File: src/rtl/freq_meter_pkg.sv
// Shared definitions for the gated frequency meter: default gate lengths,
// the BCD converter state encoding and the double-dabble digit adjust.
// Optional feature macro: FREQ_METER_BCD_EN (adds the BCD converter).
package freq_meter_pkg;

    localparam int DEFAULT_GATE_CYCLES = 50_000_000;
    localparam int SIM_GATE_CYCLES     = 20;

    typedef enum logic [1:0] {
        IDLE  = 2'd0,
        SHIFT = 2'd1,
        DONE  = 2'd2
    } bcd_state_t;

    // Add 3 to any BCD digit of 5 or more before it is shifted left.
    function automatic logic [3:0] dabble_adjust(input logic [3:0] digit);
        return (digit >= 4'd5) ? (digit + 4'd3) : digit;
    endfunction

endpackage

File: src/rtl/freq_meter_bin2bcd_seq.sv
// Sequential double-dabble binary-to-BCD converter used behind the meter.
// One bit is consumed per cycle; digits above DIGITS are dropped.
// Only instantiated when FREQ_METER_BCD_EN is defined.
module bin2bcd_seq
    import freq_meter_pkg::*;
#(
    parameter int CNT_W  = 25,
    parameter int DIGITS = 8
) (
    input  logic                clk_in,
    input  logic                nReset,
    input  logic                start,
    input  logic [CNT_W-1:0]    bin,
    output logic [4*DIGITS-1:0] bcd,
    output logic                done
);

    localparam int BCD_W = 4 * DIGITS;
    localparam int SC_W  = $clog2(CNT_W + 1);

    bcd_state_t       state_q, state_d;
    logic [CNT_W-1:0] bin_q, bin_d;
    logic [BCD_W-1:0] acc_q, acc_d;
    logic [BCD_W-1:0] acc_adj;
    logic [SC_W-1:0]  shift_cnt_q, shift_cnt_d;
    logic [BCD_W-1:0] bcd_q, bcd_d;
    logic             done_q, done_d;

    // Apply the add-3 correction to every digit of the accumulator.
    always_comb begin
        acc_adj = acc_q;
        for (int i = 0; i < DIGITS; i++) begin
            acc_adj[4*i +: 4] = dabble_adjust(acc_q[4*i +: 4]);
        end
    end

    // IDLE loads the value, SHIFT runs CNT_W correct-and-shift steps, DONE publishes.
    always_comb begin
        state_d     = state_q;
        bin_d       = bin_q;
        acc_d       = acc_q;
        shift_cnt_d = shift_cnt_q;
        bcd_d       = bcd_q;
        done_d      = 1'b0;
        case (state_q)
            IDLE: begin
                if (start) begin
                    bin_d       = bin;
                    acc_d       = '0;
                    shift_cnt_d = '0;
                    state_d     = SHIFT;
                end
            end
            SHIFT: begin
                acc_d       = (acc_adj << 1) | BCD_W'(bin_q[CNT_W-1]);
                bin_d       = bin_q << 1;
                shift_cnt_d = shift_cnt_q + SC_W'(1);
                if (shift_cnt_q == SC_W'(CNT_W - 1)) begin
                    state_d = DONE;
                end
            end
            DONE: begin
                bcd_d   = acc_q;
                done_d  = 1'b1;
                state_d = IDLE;
            end
            default: begin
                state_d = IDLE;
            end
        endcase
    end

    // Converter registers; reset returns the FSM to IDLE with a cleared result.
    always_ff @(posedge clk_in or negedge nReset) begin
        if (!nReset) begin
            state_q     <= IDLE;
            bin_q       <= '0;
            acc_q       <= '0;
            shift_cnt_q <= '0;
            bcd_q       <= '0;
            done_q      <= 1'b0;
        end else begin
            state_q     <= state_d;
            bin_q       <= bin_d;
            acc_q       <= acc_d;
            shift_cnt_q <= shift_cnt_d;
            bcd_q       <= bcd_d;
            done_q      <= done_d;
        end
    end

    assign bcd  = bcd_q;
    assign done = done_q;

endmodule

File: src/rtl/freq_meter.sv
// Gated frequency meter: counts synchronized rising edges of sig_in over a
// free-running window of GATE_CYCLES clk_in cycles and publishes the count.
// Optional feature macro: FREQ_METER_BCD_EN (adds bcd_out/bcd_valid).
module freq_meter
    import freq_meter_pkg::*;
#(
    parameter int GATE_CYCLES = DEFAULT_GATE_CYCLES,
    parameter int CNT_W       = 25,
    parameter int DIGITS      = 8
) (
    input  logic                clk_in,
    input  logic                nReset,
    input  logic                sig_in,
    output logic [CNT_W-1:0]    freq_out,
    output logic                freq_valid,
    output logic                ovf
`ifdef FREQ_METER_BCD_EN
    ,
    output logic [4*DIGITS-1:0] bcd_out,
    output logic                bcd_valid
`endif
);

    localparam int               GATE_W    = (GATE_CYCLES > 1) ? $clog2(GATE_CYCLES) : 1;
    localparam logic [GATE_W-1:0] GATE_LAST = GATE_W'(GATE_CYCLES - 1);
    localparam logic [CNT_W-1:0]  CNT_MAX   = '1;

    if (GATE_CYCLES < 2 || DIGITS < 1) begin : g_param_chk
        $error("freq_meter: GATE_CYCLES must be >= 2 and DIGITS >= 1");
    end
`ifdef FREQ_METER_BCD_EN
    if (GATE_CYCLES <= CNT_W + 2) begin : g_bcd_chk
        $error("freq_meter: GATE_CYCLES must exceed CNT_W+2 so BCD finishes in one window");
    end
`endif

    logic [2:0]        sync_q, sync_d;
    logic [GATE_W-1:0] gate_cnt_q, gate_cnt_d;
    logic [CNT_W-1:0]  edge_cnt_q, edge_cnt_d;
    logic              sat_q, sat_d;
    logic [CNT_W-1:0]  freq_out_q, freq_out_d;
    logic              freq_valid_q, freq_valid_d;
    logic              ovf_q, ovf_d;
    logic              edge_pulse;
    logic              edge_lost;
    logic [CNT_W-1:0]  edge_next;
    logic              window_close;

    // Two synchronizer stages followed by an edge-detect stage.
    always_comb begin
        sync_d     = {sync_q[1:0], sig_in};
        edge_pulse = sync_q[1] & ~sync_q[2];
    end

    // Gate timing, saturating edge count and the close-cycle publish; an edge on
    // the close cycle is folded into the value being published.
    always_comb begin
        edge_lost    = edge_pulse && (edge_cnt_q == CNT_MAX);
        edge_next    = (edge_pulse && !edge_lost) ? (edge_cnt_q + CNT_W'(1)) : edge_cnt_q;
        window_close = (gate_cnt_q == GATE_LAST);
        gate_cnt_d   = gate_cnt_q + GATE_W'(1);
        edge_cnt_d   = edge_next;
        sat_d        = sat_q | edge_lost;
        freq_out_d   = freq_out_q;
        ovf_d        = ovf_q;
        freq_valid_d = 1'b0;
        if (window_close) begin
            gate_cnt_d   = '0;
            edge_cnt_d   = '0;
            sat_d        = 1'b0;
            freq_out_d   = edge_next;
            ovf_d        = sat_q | edge_lost;
            freq_valid_d = 1'b1;
        end
    end

    // All meter state clears on reset so the next window is a full one.
    always_ff @(posedge clk_in or negedge nReset) begin
        if (!nReset) begin
            sync_q       <= '0;
            gate_cnt_q   <= '0;
            edge_cnt_q   <= '0;
            sat_q        <= 1'b0;
            freq_out_q   <= '0;
            freq_valid_q <= 1'b0;
            ovf_q        <= 1'b0;
        end else begin
            sync_q       <= sync_d;
            gate_cnt_q   <= gate_cnt_d;
            edge_cnt_q   <= edge_cnt_d;
            sat_q        <= sat_d;
            freq_out_q   <= freq_out_d;
            freq_valid_q <= freq_valid_d;
            ovf_q        <= ovf_d;
        end
    end

    assign freq_out   = freq_out_q;
    assign freq_valid = freq_valid_q;
    assign ovf        = ovf_q;

`ifdef FREQ_METER_BCD_EN
    bin2bcd_seq #(
        .CNT_W  (CNT_W),
        .DIGITS (DIGITS)
    ) u_bin2bcd (
        .clk_in (clk_in),
        .nReset (nReset),
        .start  (freq_valid_q),
        .bin    (freq_out_q),
        .bcd    (bcd_out),
        .done   (bcd_valid)
    );
`endif

endmodule

File: config.mk
export PLATFORM = sky130hd
export DESIGN_NAME = freq_meter
export DESIGN_NICKNAME = d
export VERILOG_FILES = /design/src/rtl/freq_meter_pkg.sv /design/src/rtl/freq_meter_bin2bcd_seq.sv /design/src/rtl/freq_meter.sv
export SDC_FILE = /design/constraint.sdc
export NUM_CORES = 1
export LEC_CHECK = 0
export CORE_AREA = 2 2 80 82
export CTS_BUF_LIST = sky130_fd_sc_hd__clkbuf_4 sky130_fd_sc_hd__clkbuf_8
export DETAILED_ROUTE_END_ITERATION = 12
export DIE_AREA = 0 0 82 84
export MAX_ROUTING_LAYER = met4
export PLACE_DENSITY_LB_ADDON = 0.3
export SYNTH_ARGS = -nofsm -noshare
export SYNTH_HDL_FRONTEND = slang
export SYNTH_SLANG_ARGS = --single-unit
File: constraint.sdc
create_clock -name clk_in -period 3.4 [get_ports clk_in]
set_input_delay 0.85 -clock clk_in [delete_from_list [all_inputs] [get_ports clk_in]]
set_output_delay 0.85 -clock clk_in [all_outputs]
set_load 0.01 [all_outputs]
==> results.tsv <==
stage	metric	value	unit
worst_hold_path	holdPathEnd	sync_q[1]$_DFF_PN0_	
critical_path	rrSetupSlack	1.11	ns
cells_and_area	nFillCells	446	
grt	grt_max_degree	83	
worst_hold_path	holdPathStages	0	
synthesis	synthTopCellsByArea	dfrtp_1 54%, xnor2_1 5.8%, nor2_1 4.1%	
critical_path	crit_path_start_kind	register	
sta	rsz0062_at_grt	false	
sta	post-route-min-period	2.29	ns
sta	relSlewSlack	32.6	%
grt	grt_busiest_layer	met2	
synthesis	synth-seq-area-share	53.9	%
critical_path	endpoint_kind	register	
cts	clkLatencyLatePin	0.36	ns
critical_path	required	3.63	ns
cts	cts.clk_slew.worst_paths	0.07	ns
detailed_routing	routed_wl	7690	um
sta	timing.final.max_slew_violations	0	
detailed_routing	drc_errors	0	
synthesis	synth.avg_cell_area	10.4	um^2
synthesis	yosys_register_bits	82	
synthesis	syn_inst	367	
worst_hold_path	worst_hold_path_type	reg2reg	
synthesis	ys_warn_count	0	
grt	met2_usage	41.3	%
sta	final.period_utilization	67.5	%
detailed_routing	via_per_inst	5.86	
synthesis	synth_top_area_share	53.9	%
critical_path	arrival	2.53	ns
die	die_h	84	um
sta	whs	0.366	ns
cells_and_area	drive_gt1_share	8.98	%
critical_path	crit_path_max_fanout	23	
cts	cts_sinks	82	
grt	grt_pass1_wl	13300	um
cts	root_buffer	clkbuf_8	
cts	cts.repair.resized	0	
cells_and_area	antenna_cells	0	
die	rows	29	
sta	finalSetupViolations	0	
synthesis	yosys.area.top_type	dfrtp_1	
cells_and_area	layout_common_cells	82 x dfrtp_1, 42 x nor2_1, 38 x nand2_1	
detailed_routing	wl_per_cell	16.1	um
sta	worst_slew_pin_slew	1.01	ns
sta	clock.fmax	436	MHz
die	die-area	6890	um^2
die	die_x	82	um
synthesis	synth_edf_count	0	
pwr	p_per_area	449	nW/um^2
synthesis	ys.flop_type	dfrtp_1	
synthesis	async_reset_ff_share	100	%
pwr	finalPower	1.97	mW
cts	htree_levels	3	
pwr	ir_worst_vdd	264	uV
place	dp_hpwl	5220	um
die	start_util	62.4	%
die	core_area	6100	um^2
cts	cts_tree	built	
critical_path	timing_worst_setup_path_type	reg2reg	
place	port_buffers	29	
synthesis	syn-num-nets	372	
critical_path	r2r-start	gate_cnt_q[11]$_DFF_PN0_	
worst_hold_path	hold_start	sync_q[0]$_DFF_PN0_	
sta	fin_skew	0.00884	ns
synthesis	synth_area	3810	um^2
detailed_routing	first_pass_iters	4	
detailed_routing	vias	2803	
die	io_pins	30	
sta	worst_slack	1.11	ns
outcome	status	finished clean	
critical_path	ff2ff_path_depth	5	
sta	hold_violations	0	
cts	clock_path_buffers	2	
synthesis	ys_types	44	
cells_and_area	synthToLayoutAreaGrowth	15.1	%
grt	track_usage	26.2	%
place	gp_congestion	0.858	
cts	cts-buffers-inserted	9	
pwr	p_leak	1.87	nW
critical_path	r2r-end	gate_cnt_q[14]$_DFF_PN0_	
cells_and_area	final_common_cell	dfrtp_1	
sta	timing.setup.tns	0	ns
place	post-place-ws	1.12	ns
flow_run	cap_violations	0	
detailed_routing	drt-initial-drc-count	240	
cells_and_area	layout.nets	401	
detailed_routing	ant_nets	0	
grt	grt_overflow	0	
grt	grt_pass1_vias	2809	
grt	grtUsageMet3	5.95	%
cts	ctsHoldBuffers	0	
grt	antenna_found_initial	0	
cts	postCtsSetupBuffers	0	
grt	use_met1	32.7	%
metrics by stage:
step                std cells  util, %  instance area, um^2
floorplan                 367        -                 3810
global placement          462     68.1                 4150
detailed placement        462     68.1                 4150
CTS                       478     71.9                 4380
global route              478     71.9                 4380
finish                    478     71.9                 4380
synth_stat cells (2+ instances only):
cell,count
o311ai_0,2
or4b_1,2
inv_1,2
dfrtp_1,82
ha_1,2
and3_1,5
or3_1,3
buf_2,3
xor2_1,18
nand3_1,24
nand4_1,20
nand2_1,38
buf_6,2
nor3_1,5
or4_1,2
xnor2_1,25
o21ai_1,8
and2_1,6
a211oi_1,5
o2111ai_1,2
o21ai_0,16
nor2_1,42
o31ai_1,2
a211oi_2,5
a21oi_1,10
and4_1,9
clkbuf_1,10
final cells by class:
type                       count  area (um^2)  share of cell area (%)
clock inverter                 2         60.1                    1.37
sequential                    82         2050                    46.8
tap                           77         96.3                    2.20
clock buffer                  14          168                    3.83
multi-input combinational    267         1670                    38.2
timing repair buffer          34          325                    7.42
inverter                       2         7.51                   0.171
logic make-up after synthesis:
family                     count (synthesis)  share of synthesized area, %
and+or+nand+nor                          166                          23.3
xor gates and xnor gates                  43                          9.89
AOI/OAI and AO/OA                         55                          9.67
adders and majority gates                  2                         0.657
buffers and inverters                     18                          2.27
DFF                                       82                          53.9
muxes                                      1                         0.263
metal layers:
| layer | vias up | routed length [um] |
|---|---|---|
| met2 | 64 | 3850 |
| met5 | - | 0 |
| met4 | 0 | 140 |
| met1 | 1365 | 3390 |
| li1 | 1356 | - |
| met3 | 18 | 312 |
power by group:
part	switching [mW]	internal, mW	leakage [nW]
registers	0.0443	1.01	1.12
clock network	0.332	0.467	0.119
logic	0.0742	0.0430	0.632
total	0.450	1.52	1.87
worst max path at each step:
stage | from | endpoint | slack [ns] | cells after the start
CTS | gate_cnt_q[0]$_DFF_PN0_ | gate_cnt_q[14]$_DFF_PN0_ | 1.11 | 5
global placement | gate_cnt_q[0]$_DFF_PN0_ | edge_cnt_q[9]$_DFF_PN0_ | 1.22 | 5
global route | gate_cnt_q[0]$_DFF_PN0_ | gate_cnt_q[13]$_DFF_PN0_ | 0.97 | 5
finish | gate_cnt_q[11]$_DFF_PN0_ | gate_cnt_q[14]$_DFF_PN0_ | 1.11 | 5
floorplan | edge_cnt_q[0]$_DFF_PN0_ | freq_out[20]$_DFFE_PN0P_ | 1.54 | 7
detailed placement | gate_cnt_q[0]$_DFF_PN0_ | gate_cnt_q[14]$_DFF_PN0_ | 1.12 | 5
sequential cells by signal, indices dropped and copies added (netlist names):
register	cells
freq_out	25
edge_cnt_q	25
freq_valid	1
gate_cnt_q	26
sync_q	3
ovf	1
sat_q	1
critical path, cell delays in order (launching register included):
cell and delay [ns]:
dfrtp_1 0.45, nor4b_4 0.31, nand4_1 0.19, nor3_2 0.70
buf_4 0.41, nor2_1 0.10
(Power assumes the default switching activity.)
